File: src/rtl/fp12_mul_issue_if.sv
// fp12_mul_issue_if: request and writeback handshakes of the FP12 multiply issue stage
interface fp12_mul_issue_if #(parameter int TAG_W = 4);
  logic             in_valid;
  logic             in_ready;
  logic [11:0]      in_x;
  logic [11:0]      in_y;
  logic [TAG_W-1:0] in_tag;
  logic             out_valid;
  logic             out_ready;
  logic [11:0]      out_z;
  logic [TAG_W-1:0] out_tag;
  logic [2:0]       out_flags;
  modport master (
    output in_valid, in_x, in_y, in_tag, out_ready,
    input  in_ready, out_valid, out_z, out_tag, out_flags
  );
  modport slave (
    input  in_valid, in_x, in_y, in_tag, out_ready,
    output in_ready, out_valid, out_z, out_tag, out_flags
  );
endinterface

File: src/rtl/fp12_mul_issue_stage.sv
// fp12_mul_issue_stage: issues operands to a combinational FP12 multiplier, waits LATENCY
// cycles, then captures the product with zero/overflow/underflow repaired for writeback.
module fp12_mul_issue_stage #(
  parameter int LATENCY = 1,
  parameter int TAG_W   = 4
) (
  input  logic                clk,
  input  logic                rst,
  fp12_mul_issue_if.slave     bus,
  output logic [11:0]         mul_x,
  output logic [11:0]         mul_y,
  input  logic [11:0]         mul_z
);
  localparam int CW = LATENCY > 1 ? $clog2(LATENCY) : 1;
  typedef enum logic [1:0] {IDLE, EXEC, DONE} state_t;
  state_t            state;
  logic [CW-1:0]     cnt;
  logic [TAG_W-1:0]  tag;
  logic              s;
  logic              norm;
  logic              zero_in;
  logic signed [5:0] esum;
  logic signed [5:0] etrue;
  logic [11:0]       fix_z;
  logic [2:0]        fix_f;
  // the multiplier's exponent field only moves off esum when the mantissa product normalised
  always_comb begin
    s       = mul_x[11] ^ mul_y[11];
    esum    = $signed({2'b00, mul_x[10:7]} + {2'b00, mul_y[10:7]} - 6'd7);
    norm    = mul_z[10:7] != esum[3:0];
    etrue   = esum + $signed({5'b00000, norm});
    zero_in = (mul_x[10:0] == 11'h000) | (mul_y[10:0] == 11'h000);
    fix_z   = zero_in        ? {s, 11'h000} :
              etrue > 6'sd15 ? {s, 11'h7FF} :
              etrue < 6'sd0  ? {s, 11'h000} : mul_z;
    fix_f   = zero_in        ? 3'b001 :
              etrue > 6'sd15 ? 3'b100 :
              etrue < 6'sd0  ? 3'b011 : {2'b00, mul_z[10:0] == 11'h000};
  end
  assign bus.in_ready  = state == IDLE;
  assign bus.out_valid = state == DONE;
  always_ff @(posedge clk or posedge rst) begin
    if (rst) begin
      state         <= IDLE;
      cnt           <= '0;
      tag           <= '0;
      mul_x         <= '0;
      mul_y         <= '0;
      bus.out_z     <= '0;
      bus.out_tag   <= '0;
      bus.out_flags <= '0;
    end else begin
      unique case (state)
        IDLE: if (bus.in_valid) begin
          mul_x <= bus.in_x;
          mul_y <= bus.in_y;
          tag   <= bus.in_tag;
          cnt   <= CW'(LATENCY - 1);
          state <= EXEC;
        end
        EXEC: if (cnt == '0) begin
          bus.out_z     <= fix_z;
          bus.out_tag   <= tag;
          bus.out_flags <= fix_f;
          state         <= DONE;
        end else begin
          cnt <= cnt - 1'b1;
        end
        DONE: if (bus.out_ready) state <= IDLE;
        default: state <= IDLE;
      endcase
    end
  end
endmodule

File: src/flat_wrapper.sv
// flat-port wrapper written by rule: the top's interface ports become plain ports
module fp12_mul_issue_stage_flat 
#(
  parameter int LATENCY = 1,
  parameter int TAG_W   = 4
)
  (clk, rst, mul_x, mul_y, mul_z, bus_in_valid, bus_in_x, bus_in_y, bus_in_tag, bus_out_ready, bus_in_ready, bus_out_valid, bus_out_z, bus_out_tag, bus_out_flags);
  fp12_mul_issue_if #(.TAG_W(TAG_W)) bus_i ();
  input  logic clk;
  input  logic rst;
  output logic [11:0] mul_x;
  output logic [11:0] mul_y;
  input  logic [11:0] mul_z;
  input wire logic [$bits(bus_i.in_valid)-1:0] bus_in_valid;
  input wire logic [$bits(bus_i.in_x)-1:0] bus_in_x;
  input wire logic [$bits(bus_i.in_y)-1:0] bus_in_y;
  input wire logic [$bits(bus_i.in_tag)-1:0] bus_in_tag;
  input wire logic [$bits(bus_i.out_ready)-1:0] bus_out_ready;
  output wire logic [$bits(bus_i.in_ready)-1:0] bus_in_ready;
  output wire logic [$bits(bus_i.out_valid)-1:0] bus_out_valid;
  output wire logic [$bits(bus_i.out_z)-1:0] bus_out_z;
  output wire logic [$bits(bus_i.out_tag)-1:0] bus_out_tag;
  output wire logic [$bits(bus_i.out_flags)-1:0] bus_out_flags;
  assign bus_i.in_valid = bus_in_valid;
  assign bus_i.in_x = bus_in_x;
  assign bus_i.in_y = bus_in_y;
  assign bus_i.in_tag = bus_in_tag;
  assign bus_i.out_ready = bus_out_ready;
  assign bus_in_ready = bus_i.in_ready;
  assign bus_out_valid = bus_i.out_valid;
  assign bus_out_z = bus_i.out_z;
  assign bus_out_tag = bus_i.out_tag;
  assign bus_out_flags = bus_i.out_flags;
  fp12_mul_issue_stage #(.LATENCY(LATENCY), .TAG_W(TAG_W)) u_core (.clk(clk), .rst(rst), .bus(bus_i), .mul_x(mul_x), .mul_y(mul_y), .mul_z(mul_z));
endmodule
File: config.mk
export PLATFORM = sky130hd
export DESIGN_NAME = fp12_mul_issue_stage_flat
export DESIGN_NICKNAME = d
export VERILOG_FILES = /design/src/rtl/fp12_mul_issue_if.sv /design/src/rtl/fp12_mul_issue_stage.sv /design/src/flat_wrapper.sv
export SDC_FILE = /design/constraint.sdc
export NUM_CORES = 1
export LEC_CHECK = 0
export ABC_AREA = 1
export BUFFER_PORTS_ARGS = -buffer_cell sky130_fd_sc_hd__clkbuf_2
export CAP_MARGIN = 20
export CORE_ASPECT_RATIO = 2
export CORE_MARGIN = 1.5
export CORE_UTILIZATION = 35
export CTS_CLUSTER_SIZE = 30
export DETAILED_ROUTE_END_ITERATION = 8
export MAX_ROUTING_LAYER = met4
export SLEW_MARGIN = 15
export SYNTH_ARGS = -nofsm -noshare
export SYNTH_HDL_FRONTEND = slang
export SYNTH_SLANG_ARGS = --single-unit
File: constraint.sdc
create_clock -name clk -period 4.9 [get_ports clk]
set_input_delay 1.225 -clock clk [delete_from_list [all_inputs] [get_ports clk]]
set_output_delay 1.225 -clock clk [all_outputs]
set_load 0.005 [all_outputs]
==> impl_results.md, run 1 <==
* Post-Synthesis Cell Area at 0.00246 mm2
* Maximum buffer depth of the clock tree at 2
* Outcome: finished, final reports clean
* Max transition margin at 41.4%
* Maximum clock frequency at 352 MHz
* Slew at the pin with the worst max-slew slack at 0.878 ns
* Post-CTS Repair Setup Buffers at 0
* Setup Crit Path Kind: flop to flop
* Routability Congestion at 0.838
* Fraction of the mapped netlist area in simple logic gates at 35.7%
* Layout Nets at 427
* Capturing point of the worst reg2reg path: u_core.bus.out_z[10]
* # H-tree levels at 2
* Critical path origin: u_core.mul_x[7]
* Adder and majority cell fraction of the synthesized area at 3.35%
* Synth Area in Compound Gates at 5.38%
* Post-DRT Antenna Nets at 0
* Clock root cell: sky130_fd_sc_hd__clkbuf_16
* Y dimension of the die at 122 um
* Reg-to-reg startpoint: u_core.mul_x[7]
* Fraction of the yosys area taken by sequential cells at 49.7%
* Register-to-register path setup slack at 2.06 ns
* Maximum number of pins on one net before global-route repair at 50
* Crit path launch type: flop
* Slew Viols, Final at 0
* Part of the cycle the worst path needs at 57.9%
* Clock tree sinks at 49
* Number of hold buffers added after cts at 0
* DR WL/cell at 12.7 um
* Antenna diode count at 0
* Total of flip-flops plus latches after synthesis at 49
* Type of the most critical hold path: flop to flop
* Critical path fanouts, max at 11
* Yosys Warn Count at 0
* Iteration count of the initial detailed-routing pass at 4
* Delay of the slowest cell on the worst path at 0.49 ns
* Global route overflow at 0
* Detailed-route via count at 2159
* Utilization after layout at 46.0%
* Post-route DRC at 0
* Critical path capture point type: flop
* Arrival time at the worst endpoint at 3.07 ns
* Unrepaired setup endpoints after global routing: no
* Port bufs at 88
* Area of the core region at 0.00689 mm2
* Later-pin clock latency in the skew report at 0.29 ns
* Starting Density at 35.8%
* Share of cells above drive strength 1 at 37.8%
* Cell row count at 43
* Post-route worst hold slack at 0.482 ns
* Proportion of synthesized area in mux cells at 0%
* Final number of setup-violating endpoints at 0
* Post-layout min period at 2.84 ns
* Static Leakage at 0.00178 uW
* Power density over cell area at 807 mW/mm2
* Worst path slowest cell: sky130_fd_sc_hd__fa_1
* Crit path cell chain: ha_1 -> fa_1 -> ha_1 -> nand3_2 -> nand2_1 -> nor2_1 -> nand2_2 -> nor2_4 -> nand3_4 -> a21oi_4 -> inv_2 -> nor2_4 -> o21ai_1 -> nand2_1
* Number of gates given a new drive strength after cts at 0
* Synth cell types at 28
* Last element of the critical path: u_core.bus.out_z[10]
* TritonCTS clock tree: yes
* Detail Placement HPWL at 4540 um
* Synth-to-layout area growth at 28.4%
* Final-report hold violation count at 0
* Initial antenna violation count at 0
* MaxCap Viol Count at 0
* Total wirelength of the detailed-routed design at 5960 um
* Largest family of logic cells by synthesized area: simple AND/OR/NAND/NOR gates
* Final Skew at 0.00707 ns
* Die area at 0.00759 mm2
* Number of CTS-inserted buffers at 5
* Vias per cell at 4.61
* Clk slew on worst S/H paths at 0.07 ns
* Maximum vdd ir drop at 432 uV
* Parity-gate share of the synthesized area counting xor and xnor cells at 0.711%
* First-pass GRT wire length at 9850 um
* CP required at 5.13 ns
* Aggregate negative setup slack at 0 ns
* Synth Instances at 289
* Post-synthesis average cell area at 8.53 um2
* Number of DRC violations after detailed-routing iteration 0 at 65
* Width of the die at 62.3 um
* Mapped Nets at 339
* Top-level I/O count at 89
* Via count of the first global-routing pass at 2119
* Cell depth of the worst flop-to-flop path at 14
* Total track usage at 17.1%
## placed cells by master (no fill, tap or decap), types with 2 or more instances in the layout
master	n
sky130_fd_sc_hd__nor3_1	3
sky130_fd_sc_hd__nor4_1	7
sky130_fd_sc_hd__nand3_1	8
sky130_fd_sc_hd__nor2_2	2
sky130_fd_sc_hd__dfrtp_1	49
sky130_fd_sc_hd__nand3_2	10
sky130_fd_sc_hd__inv_1	18
sky130_fd_sc_hd__inv_2	3
sky130_fd_sc_hd__nor2_1	7
sky130_fd_sc_hd__o21ai_1	2
sky130_fd_sc_hd__clkbuf_2	88
sky130_fd_sc_hd__nor2_4	2
sky130_fd_sc_hd__nand4_1	2
sky130_fd_sc_hd__o21ai_2	7
sky130_fd_sc_hd__nand2_1	122
sky130_fd_sc_hd__o21ai_0	6
sky130_fd_sc_hd__xnor2_1	2
sky130_fd_sc_hd__nand2_2	18
sky130_fd_sc_hd__clkbuf_16	5
sky130_fd_sc_hd__ha_1	5
## worst min path at each step
stage / start / to / slack [ns] / cells after the start
floorplan: u_core.tag[3] / u_core.bus.out_tag[3] / 0.44 / 2
global placement: u_core.tag[3] / u_core.bus.out_tag[3] / 0.47 / 2
detailed placement: u_core.tag[3] / u_core.tag[3] / 0.47 / 2
CTS: u_core.tag[3] / u_core.bus.out_tag[3] / 0.49 / 2
global route: u_core.tag[3] / u_core.bus.out_tag[3] / 0.51 / 2
finish: u_core.tag[3] / u_core.bus.out_tag[3] / 0.48 / 2
## metrics by stage
stage	area [um2]	std cells	setup WS, ns	power, uW
after detailed placement	2980	459	1.83	2190
after global placement	2980	459	1.92	2150
after CTS	3150	467	2.03	2600
final	3170	468	2.06	2550
after global routing	3170	468	1.89	2800
after floorplan	2460	289	2.41	1790
## cell usage after synthesis (all sizes together)
master,instances,area (um2)
nand2,141,582
nor2,11,61.3
nor4,7,43.8
buf,1,15.0
inv,22,85.1
a32o,1,10.0
fa,1,20.0
nand3b,1,7.51
o21ai,15,101
dfrtp,49,1230
xnor2,2,17.5
nand3,19,158
ha,5,62.6
nand4,2,12.5
a21oi,2,21.3
nor3,3,15.0
clkbuf,7,26.3
## state kept, by name, indices dropped and copies added (netlist names)
name and count:
u_core.bus.out_flags 3, u_core.bus.out_tag 4, u_core.bus.out_z 12, u_core.mul_x 12, u_core.mul_y 12, u_core.state 2
u_core.tag 4
## power breakdown
| part | total [uW] | switching [uW] | internal, uW |
|---|---|---|---|
| Combinational | 1400 | 864 | 541 |
| Sequential | 754 | 154 | 600 |
| Clock | 396 | 154 | 242 |
## layout make-up
type	count	area, um2
clock buffers	5	125
clock inverters	3	43.8
fillers	741	3720
inverters	22	85.1
multi-input cells	210	1110
flip-flops and latches	49	1230
well taps	90	113
repair buffers	89	460
## per-layer routing
metal / GRT usage [%] / routed length [um]
met5: - / 0
met4: 8.47 / 167
met3: 3.42 / 248
met2: 30.6 / 3340
met1: 17.7 / 2200
## worst max-delay path, delay by kind of cell, from the launching register on
family | cells | cell delay, ns
compound gates | 2 | 0.29
fa+ha+maj | 3 | 1.00
buf+inv | 1 | 0.07
flops | 1 | 0.42
simple gates | 8 | 0.97
## logic make-up (layout without fill, tap and decap cells)
family | Yosys count | count (layout)
AND/OR/NAND/NOR | 184 | 184
AO/OA/AOI/OAI | 18 | 18
adder cells (fa/ha/maj) | 6 | 6
flip-flops | 49 | 49
XOR/XNOR | 2 | 2
buffers and inverters | 30 | 119
Power figures use the tool's default switching activity.
==> run 2, diff against run 1 <==
clock period = 2.9 ns   (was 4.9 ns; I/O delays follow)
==> impl_results.md, run 2 (synthesis results as in run 1) <==
* Delay of the slowest cell on the worst path at 0.48 ns (about the same)
* Layout Nets at 433 (+1.4%)
* Later-pin clock latency in the skew report at 0.30 ns (about the same)
* Starting Density at 35.8% (unchanged)
* Setup Crit Path Kind: flop to flop
* Global route overflow at 0 (unchanged)
* Detail Placement HPWL at 4780 um (+5.2%)
* Clock root cell: sky130_fd_sc_hd__clkbuf_16
* Crit-path most repeated cell: sky130_fd_sc_hd__nand2_1
* Total wirelength of the detailed-routed design at 6000 um (+0.77%)
* Slew at the pin with the worst max-slew slack at 0.876 ns (-0.00184 ns)
* Detailed-route via count at 2195 (+1.7%)
* TritonCTS clock tree: yes
* Via count of the first global-routing pass at 2148 (+1.4%)
* Global-route track usage on met2 at 32.5% (+1.9 points)
* Largest registers: u_core.bus.out_z: 12 flops, u_core.mul_x: 12 flops, u_core.mul_y: 12 flops
* Port bufs at 88 (unchanged)
* Total track usage at 17.4% (+0.28 points)
* Static Leakage at 0.00180 uW (+1.6%)
* Top-level I/O count at 89 (unchanged)
* Largest delay contributor family on the critical path: adder cells
* Filler instances at 758 (+2.3%)
* Register-to-register path setup slack at 0.22 ns (-1.84 ns)
* Maximum buffer depth of the clock tree at 2 (unchanged)
* Area of the core region at 0.00689 mm2 (unchanged)
* Type of the most critical hold path: input port to asynchronous set/reset pin
* Met1 Resource Use GR at 17.8% (+0.049 points)
* Synth-to-layout area growth at 30.3%
* Critical path fanouts, max at 9 (-2)
* Maximum clock frequency at 373 MHz (+6.0%)
* Clock tree sinks at 49 (unchanged)
* Cell depth of the worst flop-to-flop path at 14 (unchanged)
* Power density over cell area at 1370 mW/mm2 (+70%)
* Total power draw at 4400 uW (+72%)
* MaxCap Viol Count at 0 (unchanged)
* Post-layout min period at 2.68 ns (-0.161 ns)
* Commonest cells after routing, fill and taps aside: sky130_fd_sc_hd__nand2_1 (122), sky130_fd_sc_hd__clkbuf_2 (88), sky130_fd_sc_hd__dfrtp_1 (49)
* Critical path capture point type: flop
* Post-route DRC at 0 (unchanged)
* GR Util met3 at 2.95% (-0.46 points)
* CP required at 3.13 ns (-2.00 ns)
* Die area at 0.00759 mm2 (unchanged)
* Final Skew at 0.00551 ns (-0.00156 ns)
* # H-tree levels at 2 (unchanged)
* Share of cells above drive strength 1 at 38.8% (+0.97 points)
* Arrival time at the worst endpoint at 2.91 ns (-0.16 ns)
* Final-report hold violation count at 0 (unchanged)
* First-pass GRT wire length at 10000 um (+1.6%)
* Crit path launch type: flop
* Crit path buffers/inverters at 1 (unchanged)
* Antenna diode count at 0 (unchanged)
* Crit path cell chain: ha_1 -> fa_1 -> ha_1 -> xnor2_1 -> nand2_1 -> nor2_2 -> nand3_2 -> nand3_1 -> nand2_1 -> nand2_1 -> inv_4 -> nand2_4 -> o21ai_1 -> nor2_1
* Number of DRC violations after detailed-routing iteration 0 at 71 (+9.2%)
* Maximum vdd ir drop at 738 uV (+71%)
* Commonest non-fill, non-tap cell in the layout: sky130_fd_sc_hd__nand2_1
* Final number of setup-violating endpoints at 0 (unchanged)
* Worst path slowest cell: sky130_fd_sc_hd__fa_1
* Max transition margin at 41.5% (+0.12 points)
* Routability Congestion at 0.825 (-1.6%)
* Initial antenna violation count at 0 (unchanged)
* Global-route layer with the greatest usage: met2
* Iteration count of the initial detailed-routing pass at 4 (unchanged)
* Post-DRT Antenna Nets at 0 (unchanged)
* DR WL/cell at 12.7 um (-0.50%)
* Number of CTS-inserted buffers at 5 (unchanged)
* Width of the die at 62.3 um (unchanged)
* Outcome: finished, final reports clean
* Cell row count at 43 (unchanged)
* Aggregate negative setup slack at 0 ns (unchanged)
* Y dimension of the die at 122 um (unchanged)
* Stages on worst setup path at 14 (unchanged)
* Slew Viols, Final at 0 (unchanged)
* Reg-to-reg startpoint: u_core.mul_x[7]
* Capturing point of the worst reg2reg path: u_core.bus.out_flags[0]
* Vias per cell at 4.63 (+0.38%)
* Clk slew on worst S/H paths at 0.07 ns (about the same)
* Unrepaired setup endpoints after global routing: no
* Maximum number of pins on one net before global-route repair at 33 (-34%)
* Part of the cycle the worst path needs at 92.3% (+34 points)
[run 2: cell count changes in the layout (fill, tap and decap cells not counted)]
cell	before	now
sky130_fd_sc_hd__buf_4	0	6
[run 2: worst register-to-register path, delay by kind of cell, from the launching register on]
family | cells | cell delay, ns
AOI/OAI and AO/OA | 1 | 0.08
and+or+nand+nor | 8 | 0.78
adders and majority gates | 3 | 1.07
buffers and inverters | 1 | 0.10
xor gates and xnor gates | 1 | 0.16
DFF | 1 | 0.41
[run 2: timing repair]
item | CTS | global route
endpoints found under the setup margin | 0 | 11
hold buffers | 0 | 0
gates resized for setup | 0 | 0
buffers inserted | 0 | 3
[run 2: metal layers]
layer,wire length (um),part of all wire (%),vias to the layer above
met3,237,3.9,6
li1,-,-,1104
met5,0,0,-
met2,3450,57,61
met1,2210,37,1024
met4,106,1.8,0
[run 2: power breakdown]
| part | switching [uW] | internal, uW |
|---|---|---|
| logic | 1480 | 975 |
| clock network | 264 | 409 |
| registers | 263 | 1010 |
| total | 2000 | 2400 |
[run 2: worst max-delay path by stage]
stage	endpoint	start	slack, ns
3_3_place_gp	u_core.bus.out_flags[0]	u_core.mul_x[7]	0.24
6_report	u_core.bus.out_flags[0]	u_core.mul_x[7]	0.22
3_5_place_dp	u_core.bus.out_z[10]	u_core.mul_x[7]	0.19
2_1_floorplan	u_core.bus.out_flags[0]	u_core.mul_x[7]	0.41
5_1_grt	u_core.bus.out_flags[0]	u_core.mul_x[7]	0.05
4_1_cts	u_core.bus.out_z[10]	u_core.mul_x[7]	0.18
[run 2: metrics by stage]
step / hold WS, ns / cells / area (um2) / worst slack, ns / util [%]
3_5_place_dp: 0.468 / 463 / 3010 / 0.193 / 43.7
4_1_cts: 0.462 / 471 / 3180 / 0.177 / 46.1
6_report: 0.448 / 474 / 3210 / 0.222 / 46.6
5_1_grt: 0.488 / 474 / 3210 / 0.0451 / 46.6
3_3_place_gp: 0.462 / 463 / 3010 / 0.243 / 43.7
2_1_floorplan: 0.442 / 289 / 2460 / 0.408 / -
[run 2: cell type report]
type	instances	area [um2]	area share [%]
tap	90	113	3.51
clock buffer	5	125	3.90
timing repair buffer	95	505	15.7
inverter	22	85.1	2.65
sequential	49	1230	38.2
multi-input combinational	210	1110	34.6
clock inverter	3	43.8	1.36
==> run 3, diff against run 2 <==
CTS_BUF_LIST = sky130_fd_sc_hd__clkbuf_2 sky130_fd_sc_hd__clkbuf_4 sky130_fd_sc_hd__clkbuf_8   (was default)
==> impl_results.md, run 3 (synthesis results as in run 1) <==
* First-pass GRT wire length at 10000 um (+0.21%)
* Post-layout min period at 2.68 ns (+0.00480 ns)
* Setup Crit Path Kind: flop to flop
* Number of hold buffers added after cts at 0 (unchanged)
* Cell row count at 43 (unchanged)
* Final number of setup-violating endpoints at 0 (unchanged)
* Post-DRT Antenna Nets at 0 (unchanged)
* Y dimension of the die at 122 um (unchanged)
* Arrival time at the worst endpoint at 2.94 ns (+0.03 ns)
* Slew at the pin with the worst max-slew slack at 0.873 ns (-0.00259 ns)
* Critical path fanouts, max at 9 (unchanged)
* Starting Density at 35.8% (unchanged)
* Maximum buffer depth of the clock tree at 2 (unchanged)
* Synth-to-layout area growth at 28.0%
* Final Skew at 0.00806 ns (+0.00254 ns)
* Later-pin clock latency in the skew report at 0.32 ns (+0.02 ns)
* Detailed-route via count at 2196 (+0.046%)
* Post-route DRC at 0 (unchanged)
* Part of the cycle the worst path needs at 92.5% (+0.17 points)
* Clock root cell: sky130_fd_sc_hd__clkbuf_8
* Max transition margin at 41.7% (+0.17 points)
* CP required at 3.16 ns (+0.03 ns)
* Area of the core region at 0.00689 mm2 (unchanged)
* Type of the most critical hold path: input port to asynchronous set/reset pin
* Met2 wire length at 3440 um (-0.15%)
* Number of CTS-inserted buffers at 5 (unchanged)
* MaxCap Viol Count at 0 (unchanged)
* Global route overflow at 0 (unchanged)
* Capturing point of the worst reg2reg path: u_core.bus.out_flags[0]
* Vias per cell at 4.63 (about the same)
* Share of cells above drive strength 1 at 38.8% (unchanged)
* Crit path launch type: flop
* Relative contribution of the clock network to total power at 12.0% (-3.3 points)
* Number of DRC violations after detailed-routing iteration 0 at 74 (+4.2%)
* Static Leakage at 0.00178 uW (-1.4%)
* Final-report hold violation count at 0 (unchanged)
* Sum of met3 wire segment lengths after detailed routing at 242 um (+2.1%)
* Top-level I/O count at 89 (unchanged)
* DR WL/cell at 12.7 um (+0.12%)
* Outcome: finished, final reports clean
* Iteration count of the initial detailed-routing pass at 4 (unchanged)
* Slew Viols, Final at 0 (unchanged)
* Commonest cells after routing, fill and taps aside: sky130_fd_sc_hd__nand2_1 (122), sky130_fd_sc_hd__clkbuf_2 (88), sky130_fd_sc_hd__dfrtp_1 (49)
* Total track usage at 17.4% (+0.040 points)
* Total wirelength of the detailed-routed design at 6010 um (+0.12%)
* Clock tree sinks at 49 (unchanged)
* Power density over cell area at 1340 mW/mm2 (-2.0%)
* Die area at 0.00759 mm2 (unchanged)
* Cell depth of the worst flop-to-flop path at 14 (unchanged)
* Routability Congestion at 0.825 (unchanged)
* Initial antenna violation count at 0 (unchanged)
* Combinational power share at 57.9% (+2.2 points)
* Clk slew on worst S/H paths at 0.10 ns (+0.03 ns)
* Sum of routed wire segments on met1 at 2220 um (+0.50%)
* Register share of total power at 30.1% (+1.1 points)
* TritonCTS clock tree: yes
* Post-CTS Repair Setup Buffers at 0 (unchanged)
* Reg-to-reg startpoint: u_core.mul_x[7]
* Critical path capture point type: flop
* Register-to-register path setup slack at 0.22 ns (about the same)
* Aggregate negative setup slack at 0 ns (unchanged)
* Critical path origin: u_core.mul_x[7]
* Port bufs at 88 (unchanged)
* Filler instances at 766 (+1.1%)
* # H-tree levels at 2 (unchanged)
* Detail Placement HPWL at 4780 um (unchanged)
* Largest registers: u_core.bus.out_z: 12 flops, u_core.mul_x: 12 flops, u_core.mul_y: 12 flops
* Antenna diode count at 0 (unchanged)
* Last element of the critical path: u_core.bus.out_flags[0]
* Width of the die at 62.3 um (unchanged)
* Number of gates given a new drive strength after cts at 0 (unchanged)
* Top routing layer used: met4
* Commonest non-fill, non-tap cell in the layout: sky130_fd_sc_hd__nand2_1
* Maximum number of pins on one net before global-route repair at 33 (unchanged)
* Layout Nets at 433 (unchanged)
* Reported net switching power at 1990 uW (-0.64%)
* Post-route worst hold slack at 0.415 ns (-0.0325 ns)
* Internal cell power at 2250 uW (-6.3%)
* Switching share of total power at 47.0% (+1.5 points)
* Maximum vdd ir drop at 635 uV (-14%)
* Via count of the first global-routing pass at 2146 (-0.093%)
* Unrepaired setup endpoints after global routing: no
* Maximum clock frequency at 373 MHz (-0.18%)
-- run 3: area by class of cell --
type | instances | area, um2 | area share, %
Clock buffer | 5 | 68.8 | 2.18
Clock inverter | 3 | 43.8 | 1.39
Inverter | 22 | 85.1 | 2.70
Multi-Input combinational cell | 210 | 1110 | 35.3
Sequential cell | 49 | 1230 | 38.9
Tap cell | 90 | 113 | 3.57
Timing Repair Buffer | 95 | 505 | 16.0
-- run 3: layer usage --
layer | global-route usage [%] | vias up
met3 | 2.95 | 7
li1 | - | 1106
met1 | 18.0 | 1023
met4 | 7.08 | 0
met2 | 32.4 | 60
met5 | - | -
-- run 3: worst min path at each step --
stage | endpoint | slack (ns) | depth (start not counted)
floorplan | u_core.bus.out_tag[3] | 0.44 | 2
global placement | u_core.bus.out_tag[3] | 0.46 | 2
detailed placement | u_core.bus.out_z[10] | 0.47 | 2
CTS | u_core.mul_y[4] | 0.43 | 2
global route | u_core.mul_x[6] | 0.45 | 2
finish | u_core.mul_x[6] | 0.42 | 2
-- run 3: critical path, stage by stage, from the launching register on --
cell	delay, ns
sky130_fd_sc_hd__dfrtp_1	0.42
sky130_fd_sc_hd__ha_1	0.24
sky130_fd_sc_hd__fa_1	0.48
sky130_fd_sc_hd__ha_1	0.35
sky130_fd_sc_hd__xnor2_1	0.16
sky130_fd_sc_hd__nand2_1	0.07
sky130_fd_sc_hd__nor2_2	0.11
sky130_fd_sc_hd__nand3_2	0.12
sky130_fd_sc_hd__nand3_1	0.09
sky130_fd_sc_hd__nand2_1	0.05
sky130_fd_sc_hd__nand2_1	0.13
sky130_fd_sc_hd__inv_4	0.10
sky130_fd_sc_hd__nand2_4	0.11
sky130_fd_sc_hd__o21ai_1	0.08
sky130_fd_sc_hd__nor2_1	0.10
-- run 3: power by group through the flow --
stage | clock network [uW] | registers [uW] | logic [uW]
floorplan | 0 | 1260 | 1760
global placement | 0 | 1290 | 2370
detailed placement | 0 | 1300 | 2420
CTS | 519 | 1280 | 2430
global route | 549 | 1320 | 2780
finish | 507 | 1280 | 2450
-- run 3: per-stage QoR --
| step | cell area (um2) | std cells | power, uW | util [%] | setup slack, ns |
|---|---|---|---|---|---|
| after floorplan | 2460 | 289 | 3020 | - | 0.408 |
| after global placement | 3010 | 463 | 3660 | 43.7 | 0.243 |
| after detailed placement | 3010 | 463 | 3710 | 43.7 | 0.193 |
| after CTS | 3120 | 471 | 4230 | 45.3 | 0.170 |
| after global routing | 3150 | 474 | 4650 | 45.8 | 0.0410 |
| final | 3150 | 474 | 4240 | 45.8 | 0.217 |
